--- config.mk ---
export PLATFORM = sky130hd
export DESIGN_NAME = projector_interface
export DESIGN_NICKNAME = d
export VERILOG_FILES = /design/src/rtl/projector_interface.sv
export SDC_FILE = /design/constraint.sdc
export NUM_CORES = 1
export LEC_CHECK = 0
export ABC_CLOCK_PERIOD_IN_PS = 3600
export CAP_MARGIN = 20
export CORE_UTILIZATION = 40
export CTS_BUF_LIST = sky130_fd_sc_hd__clkbuf_16
export CTS_CLUSTER_SIZE = 12
export DETAILED_ROUTE_END_ITERATION = 12
export PLACE_DENSITY_LB_ADDON = 0.15
export SLEW_MARGIN = 20
export SYNTH_ARGS = -nofsm -noshare
export SYNTH_HDL_FRONTEND = slang
export SYNTH_SLANG_ARGS = --single-unit
--- constraint.sdc ---
create_clock -name clk -period 3.6 [get_ports clk]
set_input_delay 0.72 -clock clk [delete_from_list [all_inputs] [get_ports clk]]
set_output_delay 0.72 -clock clk [all_outputs]
set_load 0.01 [all_outputs]
--- src/rtl/projector_interface.sv ---
// Point-rate front end: turns update strobes into registered X/Y DAC codes,
// laser colour and a one-cycle DAC start pulse, from a stream or a test square.
module projector_interface #(
    parameter logic [11:0] CENTER    = 12'h800,
    parameter logic [11:0] PAT_MIN   = 12'h400,
    parameter logic [11:0] PAT_STEP  = 12'h100,
    parameter int unsigned PAT_STEPS = 8
) (
    input  logic        clk,
    input  logic        reset,
    input  logic        update,
    input  logic [31:0] data_in,
    input  logic [1:0]  control,
    output logic        frame_done,
    output logic [11:0] DAC_x,
    output logic [11:0] DAC_y,
    output logic        DAC_start,
    output logic [2:0]  laser_rgb
);

    localparam int unsigned COORD_W = 12;
    localparam int unsigned IDX_W   = 5;

    localparam logic [COORD_W-1:0] PAT_MAX = PAT_MIN + COORD_W'(PAT_STEPS) * PAT_STEP;

    localparam logic [1:0] MODE_PARK  = 2'd0;
    localparam logic [1:0] MODE_PAT   = 2'd2;
    localparam logic [1:0] MODE_BLANK = 2'd3;

    localparam logic [IDX_W-1:0] LAST_IDX = 5'd31;

    localparam logic [2:0] RGB_RED   = 3'b100;
    localparam logic [2:0] RGB_GREEN = 3'b010;
    localparam logic [2:0] RGB_BLUE  = 3'b001;
    localparam logic [2:0] RGB_WHITE = 3'b111;

    logic               r_update_q;
    logic [IDX_W-1:0]   r_idx;
    logic [COORD_W-1:0] r_x;
    logic [COORD_W-1:0] r_y;
    logic [2:0]         r_rgb;
    logic               r_start;
    logic               r_frame_done;

    logic               w_tick;
    logic [2:0]         w_k;
    logic [1:0]         w_e;
    logic [COORD_W-1:0] w_off;
    logic [COORD_W-1:0] w_pat_x;
    logic [COORD_W-1:0] w_pat_y;
    logic [2:0]         w_pat_rgb;
    logic               w_unused_bits;

    // Stream bits [30:27] carry nothing for this block.
    assign w_unused_bits = &{1'b0, data_in[30:27]};

    assign w_tick = update & ~r_update_q;

    // Test-square point for the current index: edge selects side and colour.
    always_comb begin
        w_k       = r_idx[2:0];
        w_e       = r_idx[4:3];
        w_off     = COORD_W'({9'd0, w_k}) * PAT_STEP;
        w_pat_x   = PAT_MIN;
        w_pat_y   = PAT_MIN;
        w_pat_rgb = RGB_RED;
        case (w_e)
            2'd0: begin
                w_pat_x   = PAT_MIN + w_off;
                w_pat_y   = PAT_MIN;
                w_pat_rgb = RGB_RED;
            end
            2'd1: begin
                w_pat_x   = PAT_MAX;
                w_pat_y   = PAT_MIN + w_off;
                w_pat_rgb = RGB_GREEN;
            end
            2'd2: begin
                w_pat_x   = PAT_MAX - w_off;
                w_pat_y   = PAT_MAX;
                w_pat_rgb = RGB_BLUE;
            end
            default: begin
                w_pat_x   = PAT_MIN;
                w_pat_y   = PAT_MAX - w_off;
                w_pat_rgb = RGB_WHITE;
            end
        endcase
    end

    // Point register: loads a new point on each update rising edge.
    always_ff @(posedge clk or posedge reset) begin
        if (reset) begin
            r_update_q   <= 1'b0;
            r_idx        <= '0;
            r_x          <= CENTER;
            r_y          <= CENTER;
            r_rgb        <= 3'b000;
            r_start      <= 1'b0;
            r_frame_done <= 1'b0;
        end else begin
            r_update_q   <= update;
            r_start      <= 1'b0;
            r_frame_done <= 1'b0;
            // Leaving pattern mode at any time rewinds the square.
            if (control != MODE_PAT) begin
                r_idx <= '0;
            end
            if (w_tick) begin
                case (control)
                    MODE_PARK: begin
                        r_x   <= CENTER;
                        r_y   <= CENTER;
                        r_rgb <= 3'b000;
                    end
                    MODE_PAT: begin
                        r_x          <= w_pat_x;
                        r_y          <= w_pat_y;
                        r_rgb        <= w_pat_rgb;
                        r_start      <= 1'b1;
                        r_frame_done <= (r_idx == LAST_IDX);
                        r_idx        <= r_idx + 5'd1;
                    end
                    default: begin
                        r_x          <= data_in[11:0];
                        r_y          <= data_in[23:12];
                        r_rgb        <= (control == MODE_BLANK) ? 3'b000 : data_in[26:24];
                        r_start      <= 1'b1;
                        r_frame_done <= data_in[31];
                    end
                endcase
            end
        end
    end

    assign DAC_x      = r_x;
    assign DAC_y      = r_y;
    assign laser_rgb  = r_rgb;
    assign DAC_start  = r_start;
    assign frame_done = r_frame_done;

endmodule

**Word level (Yosys, flattened, before mapping)**

Cells that the tools add are included.

- Add/sub/neg operators: 3
- Equal/unequal tests: 6
- Muxes and demuxes: 14
- Bitwise operators: 2
- Reduce and logical (&&, ||, !) cells: 2

Operators with widths:

| kind | count |
|---|---|
| 12-bit case mux with 3 select lines | 2 |
| 12-bit case mux with 2 select lines | 2 |
| 5-bit 2-to-1 mux | 3 |
| 11-bit by 11-bit adder with 12-bit output, first input constant | 1 |
| 12-bit by 11-bit subtractor with 12-bit output, first input constant | 1 |
| 3-bit case mux with 3 select lines | 1 |
| 2-bit == test, second input constant | 3 |
| 3-bit case mux with 2 select lines | 1 |
| 5-bit by 1-bit adder with 5-bit output, second input constant | 1 |
| 5-bit == test, second input constant | 1 |
| 2-bit logical NOT | 2 |
| 1-bit 2-to-1 mux | 3 |
| 3-bit 2-to-1 mux | 1 |
| 2-bit by 1-bit == test with 1-bit output, second input constant | 1 |
| 2-bit != test, second input constant | 1 |
| 1-bit case mux with 2 select lines | 1 |
| 1-bit AND | 1 |
| 1-bit NOT | 1 |

- Register bits after elaboration: 35
- Input bits: 37
- Output and inout bits: 29

**Logic depth before layout (Yosys ltp)**

Gate-level depths: netlist of run 1.

- Depth after elaboration: 4
- Depth in mapped cells: 5
- Mapped depth without buffers: 5

**Worst setup path after synthesis of run 1**

No wires, ideal clock.

- Path type: input to register
- From: input control[0]
- To: register r_y[10], in the netlist DAC_y[10]
- Data arrival time: 1,409 ps
- Required time: 3,523 ps
- Path slack: 2,113 ps
- Stages on the path: 4
- Buffers on the path: 1
- Cells stage by stage: nand2b_1 clkbuf_1 a221o_1 a21oi_1

- Longest elaborated chain between the ends: 2
- Elaborated cells between the ends (all ways): 3

RTL lines:

| what | line | text |
|---|---|---|
| start: declaration | 13 | `input logic [1:0] control,` |
| 2-bit == test or 2-bit logical NOT (tied branches) | 110 | `case (control)` |
| 12-bit case mux with 2 select lines * | 110 |  |
| end signal: assignment | 118 | `r_y <= w_pat_y;` |
| end signal: assignment | 126 | `r_y <= data_in[23:12];` |
| end: declaration | 40 | `logic [COORD_W-1:0] r_y;` |

Every way passes the cells marked *; elsewhere a longest branch is shown, timed or not.
A chain may end at the register's enable or synchronous reset.

**Final worst setup path of run 1**

- From: register r_x[11], in the netlist DAC_x[11]
- To: output DAC_x[11]

RTL lines:

| what | line | text |
|---|---|---|
| start: declaration | 39 | `logic [COORD_W-1:0] r_x;` |
| start signal: assignment | 117 | `r_x <= w_pat_x;` |
| start signal: assignment | 125 | `r_x <= data_in[11:0];` |
| end: declaration | 15 | `output logic [11:0] DAC_x,` |

No word-level cell between the ends.

==> flow_summary.json, run 1 <==
{
  "outcome": "completed",
  "place.gp.congestion": 0.836,
  "p_per_area_nw_per_um2": 424,
  "hold_path_class": "reg -> reg",
  "syn_avg_cell_area_sq_um": 9.11,
  "first_pass_iters": 4,
  "wl_met2_um": 1940,
  "num_vias": 1517,
  "cp_max_fo": 3,
  "setup_viol": 0,
  "yosysTopAreaCell": "dfrtp_1",
  "hold_end": "DAC_y[0]",
  "core-area_sq_um": 4060,
  "cts_resized": 0,
  "crit_type": "reg -> out",
  "synth_nets": 231,
  "dieHeight_um": 67.2,
  "cts_max_path_buffers": 2,
  "synth_cell_type_count": 38,
  "die_area_sq_um": 4520,
  "slew_headroom_pct": 67.9,
  "layout_min_cycle_time_ps": 2060,
  "clk_latency_ps": 280,
  "vias_per_cell": 5.11,
  "start_util_pct": 42.0,
  "grt.total_usage_pct": 20.3,
  "hold_path_depth": 2,
  "dpl.hpwl_um": 2870,
  "cp-end-kind": "output pin",
  "wirelength_met1_um": 1820,
  "synth.top_cell.area_share_pct": 48.5,
  "worst-path-buf-inv": 1,
  "synth.area.top_cells": "dfrtp_1 (48%), nand2_1 (10%), ha_1 (5.1%)",
  "rows": 23,
  "drt.antenna.violating_nets": 0,
  "ctsHtreeMaxLevel": 2,
  "tns_ps": 0,
  "critical_path_arrival_ps": 1340,
  "cts_setup_buffers": 0,
  "grt_first_pass_wirelength_um": 6780,
  "root_buffer": "clkbuf_16",
  "crit_slowest_cell": "dfstp_2",
  "cap_violations": 0,
  "drive_above_1_share_pct": 5.26,
  "synthMostInstantiatedCell": "nand2_1",
  "reg2reg_setup_slack_ps": 2060,
  "clock-sinks": 35,
  "dp_cells": 289,
  "area_growth_pct": 45.6,
  "r2r-start": "r_idx[3]",
  "grt.overflow.total": 0,
  "crit_chain": "clkdlybuf4s50_1",
  "syn_inst": 187,
  "synth-edff-count": 0,
  "finClkSkew_ps": 3.57,
  "synth_async_sr_flop_share_pct": 100,
  "cts.clk_slew.worst_paths_ps": 50,
  "grt_max_degree": 30,
  "ys_seq_area_share_pct": 51.6,
  "antenna_found_initial": 0,
  "first_global_vias": 1497,
  "synthFlopType": "dfrtp_1",
  "yosys_warnings": 0,
  "max_stage_delay_ps": 530,
  "wl_per_cell_um": 13.7,
  "start_kind": "flip-flop",
  "cts_buffers": 5,
  "highest_layer": "met4",
  "crit_family": "flip-flops",
  "finalCritPeriodShare_pct": 57.3,
  "ys_ff_latch": 35,
  "power_leakage_uw": 0.00110,
  "io_buffers": 61,
  "fmax_mhz": 485,
  "fin_cells": 297,
  "hp-start": "DAC_y[0]",
  "io-pin-count": 66,
  "ir_drop_uv": 189,
  "syn_area_sq_um": 1700,
  "first_iter_violations": 102,
  "r2r_end": "DAC_x[10]",
  "wl_met3_um": 226,
  "synth.top_cells.by_count": "nand2_1 (47), dfrtp_1 (33), nand3_1 (17)",
  "hold_viol_final": 0,
  "tightestPinTransition_ps": 482,
  "drv_slew": 0,
  "wl_um": 4060,
  "nNetsFinal": 290,
  "rsz0062_at_grt": "false",
  "holdBufCountCts": 0,
  "diodes": 0,
  "rr_worst_depth": 5,
  "drc": 0,
  "die_w_um": 67.2,
  "num-fill-cells": 365,
  "required_ps": 2880,
  "cts_tree": "built"
}
-- worst register-to-register path, stage by stage (launching register included) --
cell	delay, ps
dfrtp_1	440
inv_1	130
ha_1	300
a21oi_1	100
o221a_2	280
o31ai_1	210
-- flip-flops by register name (all words and copies together) (netlist names) --
signal	cells
DAC_start	1
DAC_x	12
DAC_y	12
frame_done	1
laser_rgb	3
r_idx	5
r_update_q	1
-- layer usage --
metal / global-route usage, % / up-vias
li1: - / 755
met1: 24.4 / 716
met2: 34.5 / 38
met3: 4.73 / 8
met4: 8.78 / 0
met5: 0 / -
-- worst max path at each step --
stage	endpoint	cells past startpoint	startpoint	slack, ps
final	DAC_x[11]	1	DAC_x[11]	1540
after global routing	laser_rgb[0]	5	update	1470
after CTS	DAC_x[11]	1	DAC_x[11]	1530
after detailed placement	DAC_x[10]	5	update	1300
after global placement	laser_rgb[0]	5	update	1340
after floorplan	DAC_start	1	reset	2110
-- where the power goes --
part           internal [uW]  switching [uW]  leakage, uW
logic                    113            83.5     0.000588
clock network            251             154    0.0000649
registers                432            18.9     0.000449
total                    796             257      0.00110
-- through the flow --
stage / hold slack, ps / worst slack [ps] / utilization (%) / cell area, sq um / total power (uW)
after floorplan: 506 / 2110 / - / 1700 / 534
after global placement: 450 / 1340 / 57.7 / 2340 / 653
after detailed placement: 455 / 1300 / 57.7 / 2340 / 657
after CTS: 466 / 1530 / 61.1 / 2480 / 1070
after global routing: 489 / 1470 / 61.1 / 2480 / 1100
final: 461 / 1540 / 61.1 / 2480 / 1050
-- layout by cell type (no fill, tap or decap), types with 3 or more instances in the layout --
cell,count
clkdlybuf4s50_1,61
nand2_1,47
dfrtp_1,33
nand3_1,17
nor2_1,10
a21oi_1,10
o21ai_0,7
inv_1,7
ha_1,7
clkbuf_16,5
buf_4,4
nand2b_1,3
-- layout make-up --
type	instances	area [sq um]	share of cell area (%)
sequential	35	878	35.4
multi-input combinational	132	732	29.5
timing repair buffer	65	641	25.8
clock buffer	5	125	5.05
tap	50	62.6	2.52
inverter	7	26.3	1.06
clock inverter	3	15.0	0.605
-- logic make-up (layout without fill, tap and decap cells) --
family / count (synthesis) / count (layout) / synth area share [%]
fa+ha+maj: 7 / 7 / 5.14
compound gates: 37 / 37 / 14.5
flops: 35 / 35 / 51.6
simple gates: 86 / 86 / 22.3
buf+inv: 20 / 80 / 5.44
xor+xnor: 2 / 2 / 1.03
Note: power is estimated with default switching activity, not from simulation.
==> inputs of run 2 (changes only) <==
--- a/config.mk
+++ b/config.mk
@@ -5,7 +5,7 @@
 export SDC_FILE = /design/constraint.sdc
 export NUM_CORES = 1
 export LEC_CHECK = 0
-export ABC_CLOCK_PERIOD_IN_PS = 3600
+export ABC_CLOCK_PERIOD_IN_PS = 2000
 export CAP_MARGIN = 20
 export CORE_UTILIZATION = 40
 export CTS_BUF_LIST = sky130_fd_sc_hd__clkbuf_16
==> constraint.sdc (replaced) <==
create_clock -name clk -period 2 [get_ports clk]
set_input_delay 0.4 -clock clk [delete_from_list [all_inputs] [get_ports clk]]
set_output_delay 0.4 -clock clk [all_outputs]
set_load 0.01 [all_outputs]
==> run 2 against run 1 <==
Effect of this change:
- clock skew fell by 1.6 ps
- combinational power rose by 85%
- critical path depth did not move
- via count rose by 0.66%
- global-route usage rose by 0.13 points
- sequential power rose by 80%
- utilization rose by 1.8 points
- routed wire length did not move
- register-to-register slack got worse by 1600 ps
- non-clock buffer count rose by 5
- worst setup slack got worse by 1300 ps
- critical endpoint unchanged
- highest routed layer unchanged
==> flow_summary.json, run 2 (synthesized netlist as in run 1, its figures left out) <==
{
  "grt_max_degree": 36,
  "crit_type": "reg -> out",
  "slew_headroom_pct": 70.7,
  "highest_layer": "met4",
  "hold_viol_final": 0,
  "startpoint": "DAC_x[11]",
  "r2r-start": "r_idx[3]",
  "io_buffers": 61,
  "vias_per_cell": 5.06,
  "hold_path_class": "reg -> reg",
  "rsz0062_at_grt": "false",
  "drive_above_1_share_pct": 7.54,
  "rr_worst_depth": 5,
  "first_iter_violations": 95,
  "ir_drop_uv": 473,
  "wl_per_cell_um": 13.4,
  "cts.clk_slew.worst_paths_ps": 50,
  "final_core_util_pct": 62.9,
  "root_buffer": "clkbuf_16",
  "design_area_sq_um": 2550,
  "required_ps": 1600,
  "die_area_sq_um": 4520,
  "multi_input_area_sq_um": 732,
  "power_leakage_uw": 0.00115,
  "crit_path_end": "DAC_x[11]",
  "tns_ps": 0,
  "placed_area_sq_um": 2390,
  "num-fill-cells": 357,
  "critical_path_arrival_ps": 1340,
  "outcome": "completed",
  "diodes": 0,
  "cts_resized": 0,
  "drv_slew": 0,
  "wl_met3_um": 297,
  "cp_max_fo": 3,
  "grt_first_pass_wirelength_um": 6590,
  "dieHeight_um": 67.2,
  "p_per_area_nw_per_um2": 797,
  "core-area_sq_um": 4060,
  "cp.depth": 1,
  "cts_tree": "built",
  "finClkSkew_ps": 1.99,
  "crit_family": "flip-flops",
  "clk_latency_ps": 280,
  "holdBufCountCts": 0,
  "final_cell_mix": "clkdlybuf4s50_1 (61), nand2_1 (47), dfrtp_1 (33), nand3_1 (17)",
  "ctsHtreeMaxLevel": 2,
  "final-seq-area_sq_um": 878,
  "start_kind": "flip-flop",
  "io-pin-count": 66,
  "hold_path_depth": 2,
  "setup_viol": 0,
  "drc": 0,
  "grt.overflow.total": 0,
  "wl_um": 4060,
  "area_growth_pct": 50.0,
  "dpl.hpwl_um": 3010,
  "antenna_found_initial": 0,
  "first_global_vias": 1407,
  "finalCritPeriodShare_pct": 87.2,
  "fmax_mhz": 573,
  "cts_buffers": 5,
  "max_stage_delay_ps": 540,
  "first_pass_iters": 4,
  "tightestPinTransition_ps": 439,
  "crit_slowest_cell": "dfstp_2",
  "num_vias": 1527,
  "cts_max_path_buffers": 2,
  "place.gp.congestion": 0.825,
  "r2r_end": "DAC_y[10]",
  "wl_met2_um": 1920,
  "reg2reg_setup_slack_ps": 460,
  "wirelength_met1_um": 1800,
  "rows": 23,
  "grt.total_usage_pct": 20.4,
  "drt.antenna.violating_nets": 0,
  "start_util_pct": 42.0,
  "cap_violations": 0,
  "cp-end-kind": "output pin",
  "die_w_um": 67.2,
  "clock-sinks": 35,
  "layout_min_cycle_time_ps": 1740,
  "final_common_cell": "clkdlybuf4s50_1",
  "worst-path-buf-inv": 1,
  "cts_setup_buffers": 0,
  "nNetsFinal": 295,
  "crit_chain": "clkdlybuf4s50_1"
}
-- run 2: worst min-delay path by stage --
stage / from / endpoint
detailed placement: DAC_x[7] / DAC_x[7]
finish: DAC_x[7] / DAC_x[7]
floorplan: update / r_update_q
global placement: DAC_y[0] / DAC_y[0]
global route: DAC_y[6] / DAC_y[6]
CTS: DAC_y[3] / DAC_y[3]
-- run 2: worst min-delay path, stage by stage, from the launching register on --
cell	delay [ps]
dfrtp_1	330
nand2_1	50
nand2_1	40
-- run 2: area by class of cell --
type / instances / share of cell area (%)
well taps: 50 / 2.45
clock inverters: 3 / 1.52
inverters: 7 / 1.03
multi-input cells: 132 / 28.7
flip-flops and latches: 35 / 34.4
repair buffers: 70 / 27.0
clock buffers: 5 / 4.90
-- run 2: routing by layer --
layer,vias to the layer above,track usage [%]
met5,-,0
met1,712,25.6
li1,762,-
met3,4,7.43
met4,0,7.98
met2,49,32.0
-- run 2: where the power goes --
part           internal (uW)  switching, uW  leakage [uW]
clock network            580            278     0.0000812
logic                    213            152      0.000615
registers                778           33.8      0.000449
-- run 2: per-stage QoR --
| step | setup slack (ps) | cells | hold slack [ps] | total power, uW |
|---|---|---|---|---|
| finish | 256 | 302 | 458 | 2030 |
| floorplan | 652 | 187 | 431 | 962 |
| CTS | 246 | 302 | 466 | 2060 |
| global route | 231 | 302 | 494 | 2130 |
| detailed placement | 249 | 294 | 455 | 1190 |
| global placement | 240 | 294 | 449 | 1190 |
==> inputs of run 3 (changes only) <==
--- a/config.mk
+++ b/config.mk
@@ -6,8 +6,8 @@
 export NUM_CORES = 1
 export LEC_CHECK = 0
 export ABC_CLOCK_PERIOD_IN_PS = 2000
-export CAP_MARGIN = 20
-export CORE_UTILIZATION = 40
+export CAP_MARGIN = 30
+export CORE_UTILIZATION = 43
 export CTS_BUF_LIST = sky130_fd_sc_hd__clkbuf_16
 export CTS_CLUSTER_SIZE = 12
 export DETAILED_ROUTE_END_ITERATION = 12
==> run 3 against run 2 <==
Effect of this change:
- die area shrank 6.8%
- largest power group is now registers
- critical path type unchanged
- power is 7.6% lower
- clock power decreased by 18%
- critical endpoint unchanged
- largest cell class unchanged
- sequential power hardly changed
==> flow_summary.json, run 3 (synthesized netlist as in run 1, its figures left out) <==
{
  "cts_resized": 0,
  "dieHeight_um": 64.9,
  "crit_slowest_cell": "dfstp_2",
  "clock-sinks": 35,
  "holdBufCountCts": 0,
  "io-pin-count": 66,
  "design_area_sq_um": 2510,
  "start_kind": "flip-flop",
  "hold_path_class": "reg -> reg",
  "cts_buffers": 5,
  "ir_drop_uv": 573,
  "drc": 0,
  "finClkSkew_ps": 4.39,
  "pwr-share-seq_pct": 43.3,
  "area_growth_pct": 47.6,
  "root_buffer": "clkbuf_16",
  "vias_per_cell": 5.13,
  "finalCritPeriodShare_pct": 87.0,
  "hold_ws_ps": 460,
  "switching_share_pct": 23.7,
  "drt.antenna.violating_nets": 0,
  "startpoint": "DAC_x[11]",
  "p_per_area_nw_per_um2": 748,
  "required_ps": 1600,
  "layout_min_cycle_time_ps": 1740,
  "fmax_mhz": 575,
  "rr_worst_depth": 5,
  "place.gp.congestion": 0.881,
  "crit_chain": "clkdlybuf4s50_1",
  "p_sw_uw": 445,
  "grt.overflow.total": 0,
  "start_util_pct": 45.8,
  "combPwrFrac_pct": 19.3,
  "reg2reg_setup_slack_ps": 470,
  "tns_ps": 0,
  "internal_power_uw": 1440,
  "wl_per_cell_um": 13.7,
  "diodes": 0,
  "first_iter_violations": 100,
  "nNetsFinal": 294,
  "first_pass_iters": 4,
  "max_stage_delay_ps": 540,
  "power_leakage_uw": 0.00113,
  "final_cell_mix": "clkdlybuf4s50_1 (61), nand2_1 (47), dfrtp_1 (33), nand3_1 (17)",
  "rows": 22,
  "crit_path_end": "DAC_x[11]",
  "critical_path_arrival_ps": 1340,
  "layout_setup_ws_ps": 261,
  "setup_viol": 0,
  "grt.total_usage_pct": 21.2,
  "core-area_sq_um": 3720,
  "cp-end-kind": "output pin",
  "cts.clk_slew.worst_paths_ps": 50,
  "ctsHtreeMaxLevel": 2,
  "io_buffers": 61,
  "cts_setup_buffers": 0,
  "first_global_vias": 1453,
  "final_common_cell": "clkdlybuf4s50_1",
  "place_ws_ps": 178,
  "tightestPinTransition_ps": 444,
  "clk_latency_ps": 270,
  "cap_violations": 0,
  "hold_viol_final": 0,
  "worst-path-buf-inv": 1,
  "cts_max_path_buffers": 2,
  "final_core_util_pct": 67.6,
  "cts_tree": "built",
  "slew_headroom_pct": 70.4,
  "power.share.clock_pct": 37.4,
  "placed_area_sq_um": 2380,
  "antenna_found_initial": 0,
  "crit_type": "reg -> out",
  "dpl.hpwl_um": 2970,
  "drv_slew": 0,
  "grt_first_pass_wirelength_um": 6730,
  "crit_family": "flip-flops",
  "cp_max_fo": 3,
  "r2r-start": "r_idx[3]",
  "drive_above_1_share_pct": 6.80,
  "die_w_um": 64.9,
  "wl_um": 4080,
  "r2r_end": "DAC_x[10]",
  "outcome": "completed",
  "num_vias": 1528,
  "grt_max_degree": 36,
  "die_area_sq_um": 4220,
  "cp.depth": 1,
  "rsz0062_at_grt": "false"
}
==> run 3: cell count changes in the layout (fill, tap and decap cells not counted), sizes merged <==
cell,before,now
bufinv,1,0
buf,9,8
==> run 3: power by group through the flow <==
stage	Clock (uW)	Combinational, uW	Sequential, uW
2_1_floorplan	0	108	854
3_3_place_gp	0	363	822
3_5_place_dp	0	367	826
4_1_cts	725	369	814
5_1_grt	756	398	820
6_report	704	364	813
==> run 3: worst min path at each step <==
stage                        start    endpoint  slack, ps  depth (start not counted)
final                     DAC_y[3]    DAC_y[3]        460                          2
after global routing      DAC_x[1]    DAC_x[1]        480                          2
after CTS                 DAC_y[3]    DAC_y[3]        470                          2
after floorplan             update  r_update_q        430                          0
after detailed placement  DAC_y[3]    DAC_y[3]        460                          2
after global placement    DAC_y[2]    DAC_y[2]        450                          2
==> run 3: layout make-up <==
type / instances / area, sq um
clock buffers: 5 / 125
clock inverters: 2 / 8.76
fillers: 320 / 1200
inverters: 7 / 26.3
multi-input cells: 132 / 732
flip-flops and latches: 35 / 878
well taps: 48 / 60.1
repair buffers: 69 / 683
==> run 3: metrics by stage <==
| step | instances | total power (uW) |
|---|---|---|
| 6_report | 298 | 1880 |
| 4_1_cts | 298 | 1910 |
| 5_1_grt | 298 | 1970 |
| 3_3_place_gp | 291 | 1190 |
| 3_5_place_dp | 291 | 1190 |
| 2_1_floorplan | 187 | 962 |
==> run 3: metal layers <==
layer  routed length, um  track usage [%]  vias to the layer above
met5                   0                0                        -
met4                  13             5.00                        0
met3                 216             7.57                        2
met2                1970             35.2                       43
met1                1890             26.2                      716
li1                    -                -                      767
